File: src/rtl/motoro_nphase_commutator.sv
// N-phase 180-degree block commutation generator.
// Drives complementary high/low gate enables for PHASES half-bridges over
// 2*PHASES electrical sectors, with per-phase dead time on every level
// change, a saturating step-period register, direction reversal at sector
// boundaries and force-stop. All outputs come straight from flops.
module motoro_nphase_commutator #(
  parameter int PHASES    = 3,
  parameter int PER_W     = 16,
  parameter int PER_INIT  = 1000,
  parameter int PER_MIN   = 50,
  parameter int PER_MAX   = 60000,
  parameter int PER_DELTA = 10,
  parameter int DEAD_CYC  = 4,
  localparam int SEC_W    = $clog2(2 * PHASES)
) (
  input  logic              clkI,
  input  logic              rstI,
  input  logic              startI,
  input  logic              forceStopI,
  input  logic              invRotateI,
  input  logic              freqIncI,
  input  logic              freqDecI,
  output logic [PHASES-1:0] hpO,
  output logic [PHASES-1:0] lnO,
  output logic              runO,
  output logic [SEC_W-1:0]  sectorO,
  output logic [PER_W-1:0]  periodO
);

  localparam int S  = 2 * PHASES;
  localparam int DW = (DEAD_CYC > 0) ? $clog2(DEAD_CYC + 1) : 1;

  localparam logic [PER_W:0]   DELTA_X = (PER_W + 1)'(PER_DELTA);
  localparam logic [PER_W:0]   MIN_X   = (PER_W + 1)'(PER_MIN);
  localparam logic [PER_W:0]   MAX_X   = (PER_W + 1)'(PER_MAX);
  localparam logic [PER_W-1:0] INIT_P  = PER_W'(PER_INIT);
  localparam logic [DW-1:0]    DEAD_LD = DW'(DEAD_CYC);

  typedef enum logic [0:0] {IDLE = 1'b0, RUN = 1'b1} state_t;

  state_t                     state_q, state_d;
  logic [PER_W-1:0]           cnt_q, cnt_d;
  logic [SEC_W-1:0]           sec_q, sec_d;
  logic [PER_W-1:0]           per_next_q, per_next_d;
  logic [PER_W-1:0]           per_act_q, per_act_d;
  logic [PHASES-1:0]          lvl_q, lvl_d;
  logic [PHASES-1:0]          en_q, en_d;
  logic [PHASES-1:0][DW-1:0]  dead_q, dead_d;
  logic [PHASES-1:0]          hp_q, hp_d;
  logic [PHASES-1:0]          ln_q, ln_d;

  logic [PER_W:0]             inc_tmp_s;
  logic [PER_W:0]             dec_tmp_s;
  logic                       boundary_s;
  logic [PHASES-1:0]          desired_s;

  // Phase p is high when (sector - 2p) mod S falls in the first half-turn.
  function automatic logic [PHASES-1:0] desired_f(input logic [SEC_W-1:0] sec);
    logic [SEC_W:0] off;
    desired_f = '0;
    for (int p = 0; p < PHASES; p++) begin
      off = {1'b0, sec} + (SEC_W + 1)'(S) - (SEC_W + 1)'(2 * p);
      if (off >= (SEC_W + 1)'(S)) off = off - (SEC_W + 1)'(S);
      else                        off = off;
      desired_f[p] = (off < (SEC_W + 1)'(PHASES));
    end
  endfunction

  // Saturating period register; simultaneous inc and dec cancel out.
  always_comb begin
    inc_tmp_s  = {1'b0, per_next_q} - DELTA_X;
    dec_tmp_s  = {1'b0, per_next_q} + DELTA_X;
    per_next_d = per_next_q;
    if (freqIncI && !freqDecI) begin
      if (inc_tmp_s[PER_W] || (inc_tmp_s < MIN_X)) per_next_d = MIN_X[PER_W-1:0];
      else                                         per_next_d = inc_tmp_s[PER_W-1:0];
    end else if (freqDecI && !freqIncI) begin
      if (dec_tmp_s > MAX_X) per_next_d = MAX_X[PER_W-1:0];
      else                   per_next_d = dec_tmp_s[PER_W-1:0];
    end else begin
      per_next_d = per_next_q;
    end
  end

  // State machine, period counter and sector sequencing.
  always_comb begin
    state_d    = state_q;
    cnt_d      = cnt_q;
    sec_d      = sec_q;
    per_act_d  = per_act_q;
    boundary_s = (cnt_q == (per_act_q - PER_W'(1)));
    case (state_q)
      IDLE: begin
        if (startI && !forceStopI) begin
          state_d   = RUN;
          cnt_d     = '0;
          sec_d     = '0;
          per_act_d = per_next_q;
        end else begin
          state_d = IDLE;
        end
      end
      RUN: begin
        if (forceStopI) begin
          state_d = IDLE;
          cnt_d   = '0;
          sec_d   = '0;
        end else if (boundary_s) begin
          cnt_d     = '0;
          per_act_d = per_next_q;
          if (invRotateI) sec_d = (sec_q == '0) ? SEC_W'(S - 1) : sec_q - SEC_W'(1);
          else            sec_d = (sec_q == SEC_W'(S - 1)) ? '0 : sec_q + SEC_W'(1);
        end else begin
          cnt_d = cnt_q + PER_W'(1);
        end
      end
      default: begin
        state_d = IDLE;
        cnt_d   = '0;
        sec_d   = '0;
      end
    endcase
  end

  // Per-phase dead time: any change of wanted level darkens both sides first.
  // Evaluated on next-state values so the gate enables can be registered.
  always_comb begin
    desired_s = desired_f(sec_d);
    lvl_d     = lvl_q;
    en_d      = en_q;
    dead_d    = dead_q;
    hp_d      = '0;
    ln_d      = '0;
    if (state_d == RUN) begin
      for (int p = 0; p < PHASES; p++) begin
        if (!en_q[p] || (desired_s[p] != lvl_q[p])) begin
          lvl_d[p]  = desired_s[p];
          en_d[p]   = 1'b1;
          dead_d[p] = DEAD_LD;
        end else if (dead_q[p] != '0) begin
          dead_d[p] = dead_q[p] - DW'(1);
        end else begin
          dead_d[p] = '0;
        end
        hp_d[p] = (dead_d[p] == '0) &  lvl_d[p];
        ln_d[p] = (dead_d[p] == '0) & ~lvl_d[p];
      end
    end else begin
      lvl_d  = '0;
      en_d   = '0;
      dead_d = '0;
    end
  end

  // State and output registers with synchronous reset.
  always_ff @(posedge clkI) begin
    if (rstI) begin
      state_q    <= IDLE;
      cnt_q      <= '0;
      sec_q      <= '0;
      per_next_q <= INIT_P;
      per_act_q  <= INIT_P;
      lvl_q      <= '0;
      en_q       <= '0;
      dead_q     <= '0;
      hp_q       <= '0;
      ln_q       <= '0;
    end else begin
      state_q    <= state_d;
      cnt_q      <= cnt_d;
      sec_q      <= sec_d;
      per_next_q <= per_next_d;
      per_act_q  <= per_act_d;
      lvl_q      <= lvl_d;
      en_q       <= en_d;
      dead_q     <= dead_d;
      hp_q       <= hp_d;
      ln_q       <= ln_d;
    end
  end

  assign hpO     = hp_q;
  assign lnO     = ln_q;
  assign runO    = (state_q == RUN);
  assign sectorO = sec_q;
  assign periodO = per_act_q;

endmodule

File: config.mk
export PLATFORM = sky130hd
export DESIGN_NAME = motoro_nphase_commutator
export DESIGN_NICKNAME = d
export VERILOG_FILES = /design/src/rtl/motoro_nphase_commutator.sv
export SDC_FILE = /design/constraint.sdc
export NUM_CORES = 1
export LEC_CHECK = 0
export ABC_AREA = 1
export CORE_MARGIN = 2
export CORE_UTILIZATION = 45
export CTS_CLUSTER_SIZE = 28
export DETAILED_ROUTE_END_ITERATION = 8
export PLACE_DENSITY = 0.66
export SLEW_MARGIN = 20
export SYNTH_ARGS = -nofsm -noshare
export SYNTH_HDL_FRONTEND = slang
export SYNTH_SLANG_ARGS = --single-unit
File: constraint.sdc
create_clock -name clkI -period 2.4 [get_ports clkI]
set_clock_uncertainty 0.05 [all_clocks]
set_input_delay 0.72 -clock clkI [delete_from_list [all_inputs] [get_ports clkI]]
set_output_delay 0.72 -clock clkI [all_outputs]
set_load 0.1 [all_outputs]
Yosys cells after proc, flatten, opt, wreduce, memory -nomap -nowiden
Index checks and enable logic that the tools add are counted.

Output and inout port bits: 26. ROM bits: 0. Bits in latches: 0. Input bits: 7. Logic and storage cells: 119. Bits in registers: 73. Bits in writable memories: 0. Memories: 0.

Magnitude comparators: 8. Add/sub/neg operators: 15. Div/mod/pow operators: 0. Multipliers: 0. Reductions and logical operators: 23. Bitwise operators: 11. Multiplexer cells: 40. Equal/unequal tests: 8. Shifts and indexed selects: 0.

Operators with widths (number): $mux W16 (10); $pmux W16 S2 (2); $mux W3 (15); $add A16 B4 Y17 const B (1); $gt A17 B16 Y1 const B (1); $lt A17 B6 Y1 const B (1); $sub A16 B4 Y17 const B (1); $add A16 B1 Y16 const B (1); $eq A16 B16 Y1 (1); $sub A16 B1 Y16 const B (1); $sub A4 B3 Y4 const B (4); $ge A4 B3 Y1 const B (3); $logic_not A3 Y1 (4); $lt A4 B2 Y1 const B (3); $mux W4 (3); $sub A3 B1 Y3 const B (4); $reduce_bool A3 Y1 (3); $mux W1 (8); $and A1 B1 Y1 (6); $logic_not A1 Y1 (6); $pmux W3 S2 (1); $not A1 Y1 (5); $add A3 B3 Y4 const B (1); $logic_or A1 B1 Y1 (4); other kinds (11) (16).

Logic depth before layout (Yosys ltp)
Gate-level depths: netlist (run 1).

Depth after elaboration: 17. Mapped depth: 24. Mapped depth without buffers: 24.

Worst setup path before layout (run 1)
No wires, ideal clock.

Kind: register to register. Start point: register per_act_q[1], in the netlist periodO[1]. End point: register dead_q[2] (netlist name). Required time: 2235 ps. Cell stages (with the launch flop): 23. Setup slack: -1063 ps. Clock period less this slack: 3463 ps. Arrival time: 3297 ps. Library setup time: 115 ps. Buffers on the path: 0. Cell sequence: dfxtp_1 inv_1 ha_1 inv_1 nand2_1 nand3_1 nand2_1 nor2_1 nand2_1 nor2_1 nand2_1 nor2_4 nand2_2 nand2_1 nand3_1 nand2_2 ha_1 nand3_1 nand2_1 nand2_1 nand3_2 o21ai_0 inv_1.

Word-level cells in the longest chain between the ends: 13. Elaborated cells on any way between the ends: 14. Those cells by class: 3 x add/sub; 2 x order compare; 2 x eq/ne; 6 x mux; 1 x reduce/logical.

RTL lines: start, declared (line 45) `logic [PER_W-1:0] per_act_q, per_act_d;`; start signal, assigned (line 173) `per_act_q <= per_act_d;`; $sub A16 B1 Y16 (*) (line 91) `boundary_s = (cnt_q == (per_act_q - PER_W'(1)));`; $eq A16 B16 Y1 (*) (line 91); $mux W3 (*) (line 108) `end else if (boundary_s) begin`; $mux W3 (*) (line 104) `if (forceStopI) begin`; $pmux W3 S2 (*) (line 92) `case (state_q)`; net sec_d[2] (line 43) `logic [SEC_W-1:0] sec_q, sec_d;`; $add A3 B3 Y4 (*) (line 62) `off = {1'b0, sec} + (SEC_W + 1)'(S) - (SEC_W + 1)'(2 * p);`; $sub A4 B3 Y4 or $ge A4 B3 Y1 (tied branches) (line 63) `if (off >= (SEC_W + 1)'(S)) off = off - (SEC_W + 1)'(S);`; $mux W4 (*) (line 63); $lt A4 B2 Y1 (*) (line 65) `desired_f[p] = (off < (SEC_W + 1)'(PHASES));`; $ne A1 B1 Y1 (*) (line 136) `if (!en_q[p] || (desired_s[p] != lvl_q[p])) begin`; $logic_or A1 B1 Y1 (*) (line 136); $mux W3 (*) (line 136); $mux W3 (*) (line 134) `if (state_d == RUN) begin`; end signal, assigned (line 165) `dead_q <= '0;`; end signal, assigned (line 176) `dead_q <= dead_d;`; end, declared (line 48) `logic [PHASES-1:0][DW-1:0] dead_q, dead_d;`.

Mark *: on every way through the listed nets, which the timed path passes. The rest lies on a longest branch. The select of a mux whose other input is x is not followed. A chain may end at the register's enable or synchronous reset.

Worst setup path in the final report (run 1)
Start point: register per_act_q[2], in the netlist periodO[2]. End point: register hp_q[0], in the netlist hpO[0].

Word-level cells in the longest chain between the ends: 15. Elaborated cells on any way between the ends: 18. Those cells by class: 3 x add/sub; 2 x order compare; 2 x eq/ne; 8 x mux; 1 x bitwise; 2 x reduce/logical.

RTL lines: $sub A16 B1 Y16 (*) (line 91); $eq A16 B16 Y1 (*) (line 91); $mux W3 (*) (line 108); $mux W3 (*) (line 104); $pmux W3 S2 (*) (line 92); $add A3 B3 Y4 (*) (line 62); $sub A4 B3 Y4 or $ge A4 B3 Y1 (tied branches) (line 63); $mux W4 (*) (line 63); $lt A4 B2 Y1 (*) (line 65); $ne A1 B1 Y1 (line 136); $logic_or A1 B1 Y1 (line 136); $mux W3 (line 136); $mux W3 (line 134); $logic_not A3 Y1 (line 145) `hp_d[p] = (dead_d[p] == '0) & lvl_d[p];`; $and A1 B1 Y1 (*) (line 145); end signal, assigned (line 177) `hp_q <= hp_d;`; end, declared (line 49) `logic [PHASES-1:0] hp_q, hp_d;`.

Every way passes the cells marked *; elsewhere a longest branch is shown, timed or not. The select of a mux whose other input is x is not followed.

==> metrics, run 1 <==
status=finished with violations; violated checks=negative setup slack; Port Buffer Count=31; Ports=33; crit end category=flop; CTS Buf Count=9; post-synth top area cell=dfxtp_1; Tightest Pin Transition=501 ps; flops & latches, synth=around 70; Slew headroom=66.3%; Post-synth top cells=nand2_1 (182), inv_1 (105), dfxtp_1 (71); average size of a mapped cell=approximately 6.4 µm²; top cell family by delay on the critical path=simple AND/OR/NAND/NOR gates; Fill cells=about 900; synth unique cells=40; max-slew violation count=0; ys async rst share=0%; # setup viols final=40; gr usage total=between 20% and 30%; clock-pin slew on the worst setup and hold paths=~100 ps; row cnt=37; # DRC=0; Tmin final=2680 ps; CTS max path bufs=2; Placed Cells=between 900 and 1000; period utilization=112%; critical path data arrival time=2960 ps; nets@finish=around 880; Post-Route WL=roughly 13 mm; CORE AREA=10200 µm²; Mapped Cells=724; initial antenna violation count=0; initial core utilization=45.7%; Clock Sinks=just over 70; post-synth top area share=a little under a third; hpwl dp=9.27 mm; cell with the most instances after synthesis=nand2_1; multi-input gate area in the final layout=around 3300 µm²; routability cong.=roughly 0.94; Hold Vio Cnt, Final=0; total power=3.39 mW; Mapped Nets=between 700 and 800; crit path kind=flop to flop; Pre-antenna DRT Iters=5; fin cells=around 1000; final worst slack=-284 ps; drt wl/cell=roughly 14 µm; DIE AREA=around 11000 µm²; Die W=106 µm; leakage dissipation=between 3 and 4 nW; fmax=373 MHz; crit path cell chain=inv_4, ha_4, inv_2, nand2_1, nand4_1, nor2_2, nand2_1, nor2_1, nand2_1, nor2_4, nand2_4, nand2_2, nand3_2, nand2_4, ha_4, nand3_4, nand2_4, nand2_4, nand3_4, nor2_1, nand2_1, nor2_1; register area=around 1500 µm²; later-pin clock latency in the skew report=370 ps; ranking of synthesized cells by area=dfxtp_1 (31%), nand2_1 (15%), inv_1 (8.5%); H-tree Lvls=3; grt ovf=0; P&R area growth vs syn=44.1%; # diodes=0; Post-synth EDFFs=0; vias per cell=5.06; total number of vias=approximately 5000; highest net fanout along the worst path=4; Die Y=106 µm; critical path's largest stage delay=roughly 380 ps; Worst setup SP type=flop; first-pass GRT wire length=between 20 and 25 mm; CTS tree=done; worst vdd ir=between 0.2 and 0.3 mV; hold_buf cts=0; Detailed Route Iter0 Violations=246; share of cells above drive strength 1=between 30% and 40%; unrepaired setup endpoints after global routing=yes; slowest CP cell=dfxtp_4; Critical Path RT=about 2700 ps; vias in the first global route=around 4800; final core area utilization=65.8%; Mapped Area=approximately 4700 µm²; CP bufs+invs=2; Post-synth top flop=dfxtp_1; pin count of the biggest net entering global routing=23; Min-Delay Path Class=flop to flop; pwr/cell area=506 nW/µm²; Yosys warning total=0; number of nets still failing antenna checks after routing=0; MaxCap Viol Count=0; hold slack=approximately 440 ps; Clock Tree Root=clkbuf_8; register area share after synthesis=between 30% and 40%
==> cell families (layout without fill, tap and decap cells) <==
logic type / count (synthesis) / after routing / share of synthesized area, %
compound gates: 108 / 108 / 12.8
xor+xnor: 31 / 31 / 5.84
fa+ha+maj: 16 / 16 / 4.30
buf+inv: 130 / 267 / 10.7
flops: 71 / 71 / 30.6
other cells: 1 / 1 / 0.0806
simple gates: 367 / 367 / 35.7
==> worst min-delay path: cells and delay by family, from the launching register on <==
family / cells / cell delay [ps]
DFF: 1 / 330
and+or+nand+nor: 1 / 60
AOI/OAI and AO/OA: 1 / 60
==> power by group <==
group	total (mW)	leakage, nW	internal (mW)	switching (mW)
sequential	1.32	0.585	1.24	0.0795
clock	0.953	0.0903	0.398	0.555
combinational	1.11	2.40	0.434	0.680
==> sequential cells by signal, indices dropped and copies added, names as in the netlist <==
signal / count
cnt_q: 16
lnO: 3
dead_q: 9
runO: 1
en_q: 3
hpO: 3
lvl_q: 3
per_next_q: 15
periodO: 15
sectorO: 3
==> repair_timing <==
item                       in CTS  in global routing
setup endpoints to repair      38                 62
gates cloned                    0                  3
resized for setup              55                104
pin swaps                      26                 49
setup buffers                  15                  7
==> metrics by stage <==
stage / TNS, ps / cell area, µm² / setup WS [ps]
2_1_floorplan: -2340 / 4730 / -226
3_3_place_gp: -8210 / 5740 / -368
3_5_place_dp: -9890 / 5740 / -436
4_1_cts: -3290 / 6240 / -200
5_1_grt: -12310 / 6700 / -468
6_report: -4760 / 6700 / -284
==> final cells by class <==
cell class	count	area share, %
well taps	136	2.54
inverters	110	6.42
clock buffers	9	1.85
flip-flops and latches	71	21.7
multi-input cells	523	49.3
repair buffers	141	17.2
clock inverters	7	0.952
==> worst paths after layout <==
check	slack, ps	from	cells after the start	end
max	-280	periodO[2]	22	hpO[0]
min	440	cnt_q[9]	2	cnt_q[9]
max reg2reg	-280	periodO[2]	22	hpO[0]
min reg2reg	440	cnt_q[9]	2	cnt_q[9]
==> layer usage <==
metal | vias to the layer above | part of all wire, % | GRT usage (%)
li1 | 2571 | - | -
met1 | 2342 | 43 | 29.8
met2 | 101 | 50 | 40.5
met3 | 26 | 4.4 | 3.59
met4 | 0 | 2.1 | 9.02
met5 | - | 0 | 0
==> cell usage in the layout, fill, tap and decap left out, drive strengths merged <==
cell,count
a21oi,46
nand3b,7
o2111ai,3
xnor2,6
a31oi,1
conb,1
nor3b,2
nand4,8
o311ai,1
o21bai,1
xor2,25
nor3,15
or3,1
inv,112
dfxtp,71
ha,16
a41oi,1
buf,133
clkdlybuf4s50,6
clkbuf,11
o21ai,45
clkinvlp,2
nor2,79
clkinv,3
or2,2
o211ai,8
a21o,1
nor4,3
nand3,55
nand2,195
a211oi,1
Power figures use the tool's default switching activity.
==> run 2: changes to the inputs <==
Settings changed: CORE_ASPECT_RATIO set to 0.6, PLACE_DENSITY 0.66 to unset.
Clock period 2.4 ns to 2.7 ns, I/O delays scaled along.
==> run 2 against run 1 <==
  * Final area is 8.6% lower
  * Wire length down 5.2%
  * The run now ends clean
  * Final cell count is 4.8% lower
==> metrics, run 2 (synthesis results as in run 1) <==
pwr/cell area=515 nW/µm² (+1.8%); Die W=135 µm (+28%); Clock Sinks=71 (unchanged); crit path kind=flop to flop; # DRC=0 (unchanged); Worst setup SP type=flop; share of cells above drive strength 1=27.0% (-9.8 points); Hold Vio Cnt, Final=0 (unchanged); flip-flop count of the largest register after layout=16 (unchanged); first-pass GRT wire length=20.1 mm (-6.5%); R2R Setup Slk=70 ps (+360 ps); Min-Delay Path Class=flop to flop; Critical Path RT=2930 ps (+260 ps); unrepaired setup endpoints after global routing=yes; Clock Tree Root=clkbuf_16; pin count of the biggest net entering global routing=23 (unchanged); vias per cell=5.12 (+1.4%); placed cell areas=5430 µm² (-5.5%); clock-pin slew on the worst setup and hold paths=60 ps (-40 ps); # setup viols final=0 (-100%); Die Y=82.7 µm (-22%); CTS Buf Count=9 (unchanged); Pre-antenna DRT Iters=5 (unchanged); hpwl dp=9.46 mm (+2.1%); vias in the first global route=4257 (-11%); DIE AREA=11200 µm² (+0.24%); period utilization=97.3% (-15 points); hold_buf cts=0 (unchanged); number of nets still failing antenna checks after routing=0 (unchanged); grt ovf=0 (unchanged); most frequent cells in the layout=nand2_1 (168), inv_1 (99), buf_4 (86), nor2_1 (55), dfxtp_1 (49); Detailed Route Iter0 Violations=338 (+37%); Post-Route WL=12.8 mm (-5.2%); fin cells=949 (-4.8%); Port Buffer Count=31 (unchanged); register area=1460 µm² (+0.17%); total power=3.15 mW (-7.0%); initial antenna violation count=0 (unchanged); row cnt=28 (-24%); gr usage total=23.0% (-0.62 points); CTS tree=done; # diodes=0 (unchanged); H-tree Lvls=3 (unchanged); drt wl/cell=13.5 µm (-0.41%); total number of vias=4863 (-3.5%); Fill cells=925 (+1.4%); commonest non-fill, non-tap cell in the layout=nand2_1; Slew headroom=62.6% (-3.7 points); Tmin final=2630 ps (-57.1 ps); fin area=6130 µm² (-8.6%); nets@finish=832 (-5.3%); MaxCap Viol Count=0 (unchanged); P&R area growth vs syn=31.7%; initial core utilization=46.7% (+1.1 points); Tightest Pin Transition=561 ps (+59.8 ps); leakage dissipation=2.84 nW (-7.5%); hold slack=449 ps (+7.60 ps); fmax=381 MHz (+2.2%); worst vdd ir=0.329 mV (+12%); routability cong.=0.913 (-2.7%); max-slew violation count=0 (unchanged); crit end category=flop; Placed Cells=922 (-3.8%); multi-input gate area in the final layout=3050 µm² (-7.5%); status=completed; CORE AREA=9950 µm² (-2.3%); Biggest register=cnt_q; critical path data arrival time=2850 ps (-110 ps); Ports=33 (unchanged); later-pin clock latency in the skew report=340 ps (-30 ps); highest net fanout along the worst path=5 (+1); CTS max path bufs=2 (unchanged)
## run 2: worst max-delay path: stages (launching register included)
cell	delay, ps
dfxtp_4	360
inv_4	60
ha_4	180
nand2_4	80
nor2_4	140
buf_4	140
nand3b_1	70
nand2_1	70
nand3_1	110
nor2_4	190
nand3b_1	120
nand3_2	100
nand2_4	70
ha_4	280
nand3_2	80
nand3_1	130
nand3_4	100
nor2_2	80
nand2_1	60
nor2_1	100
## run 2: final timing paths
kind | start | endpoint | depth (start not counted)
hold reg to reg | cnt_q[8] | cnt_q[8] | 2
hold / removal | cnt_q[8] | cnt_q[8] | 2
setup / recovery | periodO[2] | lnO[0] | 19
setup reg to reg | periodO[2] | lnO[0] | 19
## run 2: cell type report
cell class	instances	area share, %
clock buffers	10	3.90
repair buffers	94	12.0
well taps	135	2.76
clock inverters	6	0.694
multi-input cells	523	49.9
flip-flops and latches	71	23.8
inverters	110	6.94
## run 2: repair_timing
item | CTS | global route
gates resized for setup | 10 | 79
pin swaps | 8 | 42
setup endpoints to repair | 18 | 34
buffers inserted | 4 | 8
## run 2: layer usage
layer  vias up  wire length, µm  GRT usage (%)
met1      2220             6300           31.7
met3        18              895           7.02
met2       152             5430           34.8
met5         -                0              0
li1       2473                -              -
met4         0              159           6.35
## run 2: where the power goes
group	internal, mW	leakage [nW]	switching [mW]
registers	1.11	0.584	0.0856
clock network	0.650	0.135	0.492
logic	0.283	2.12	0.534
## run 2: through the flow
step / setup slack, ps / setup TNS, ps / utilization [%]
floorplan: 18.6 / 0 / -
global placement: -186 / -2150 / 54.5
detailed placement: -272 / -3380 / 54.5
CTS: 11.3 / 0 / 58.1
global route: -105 / -1340 / 61.6
finish: 73.2 / 0 / 61.6
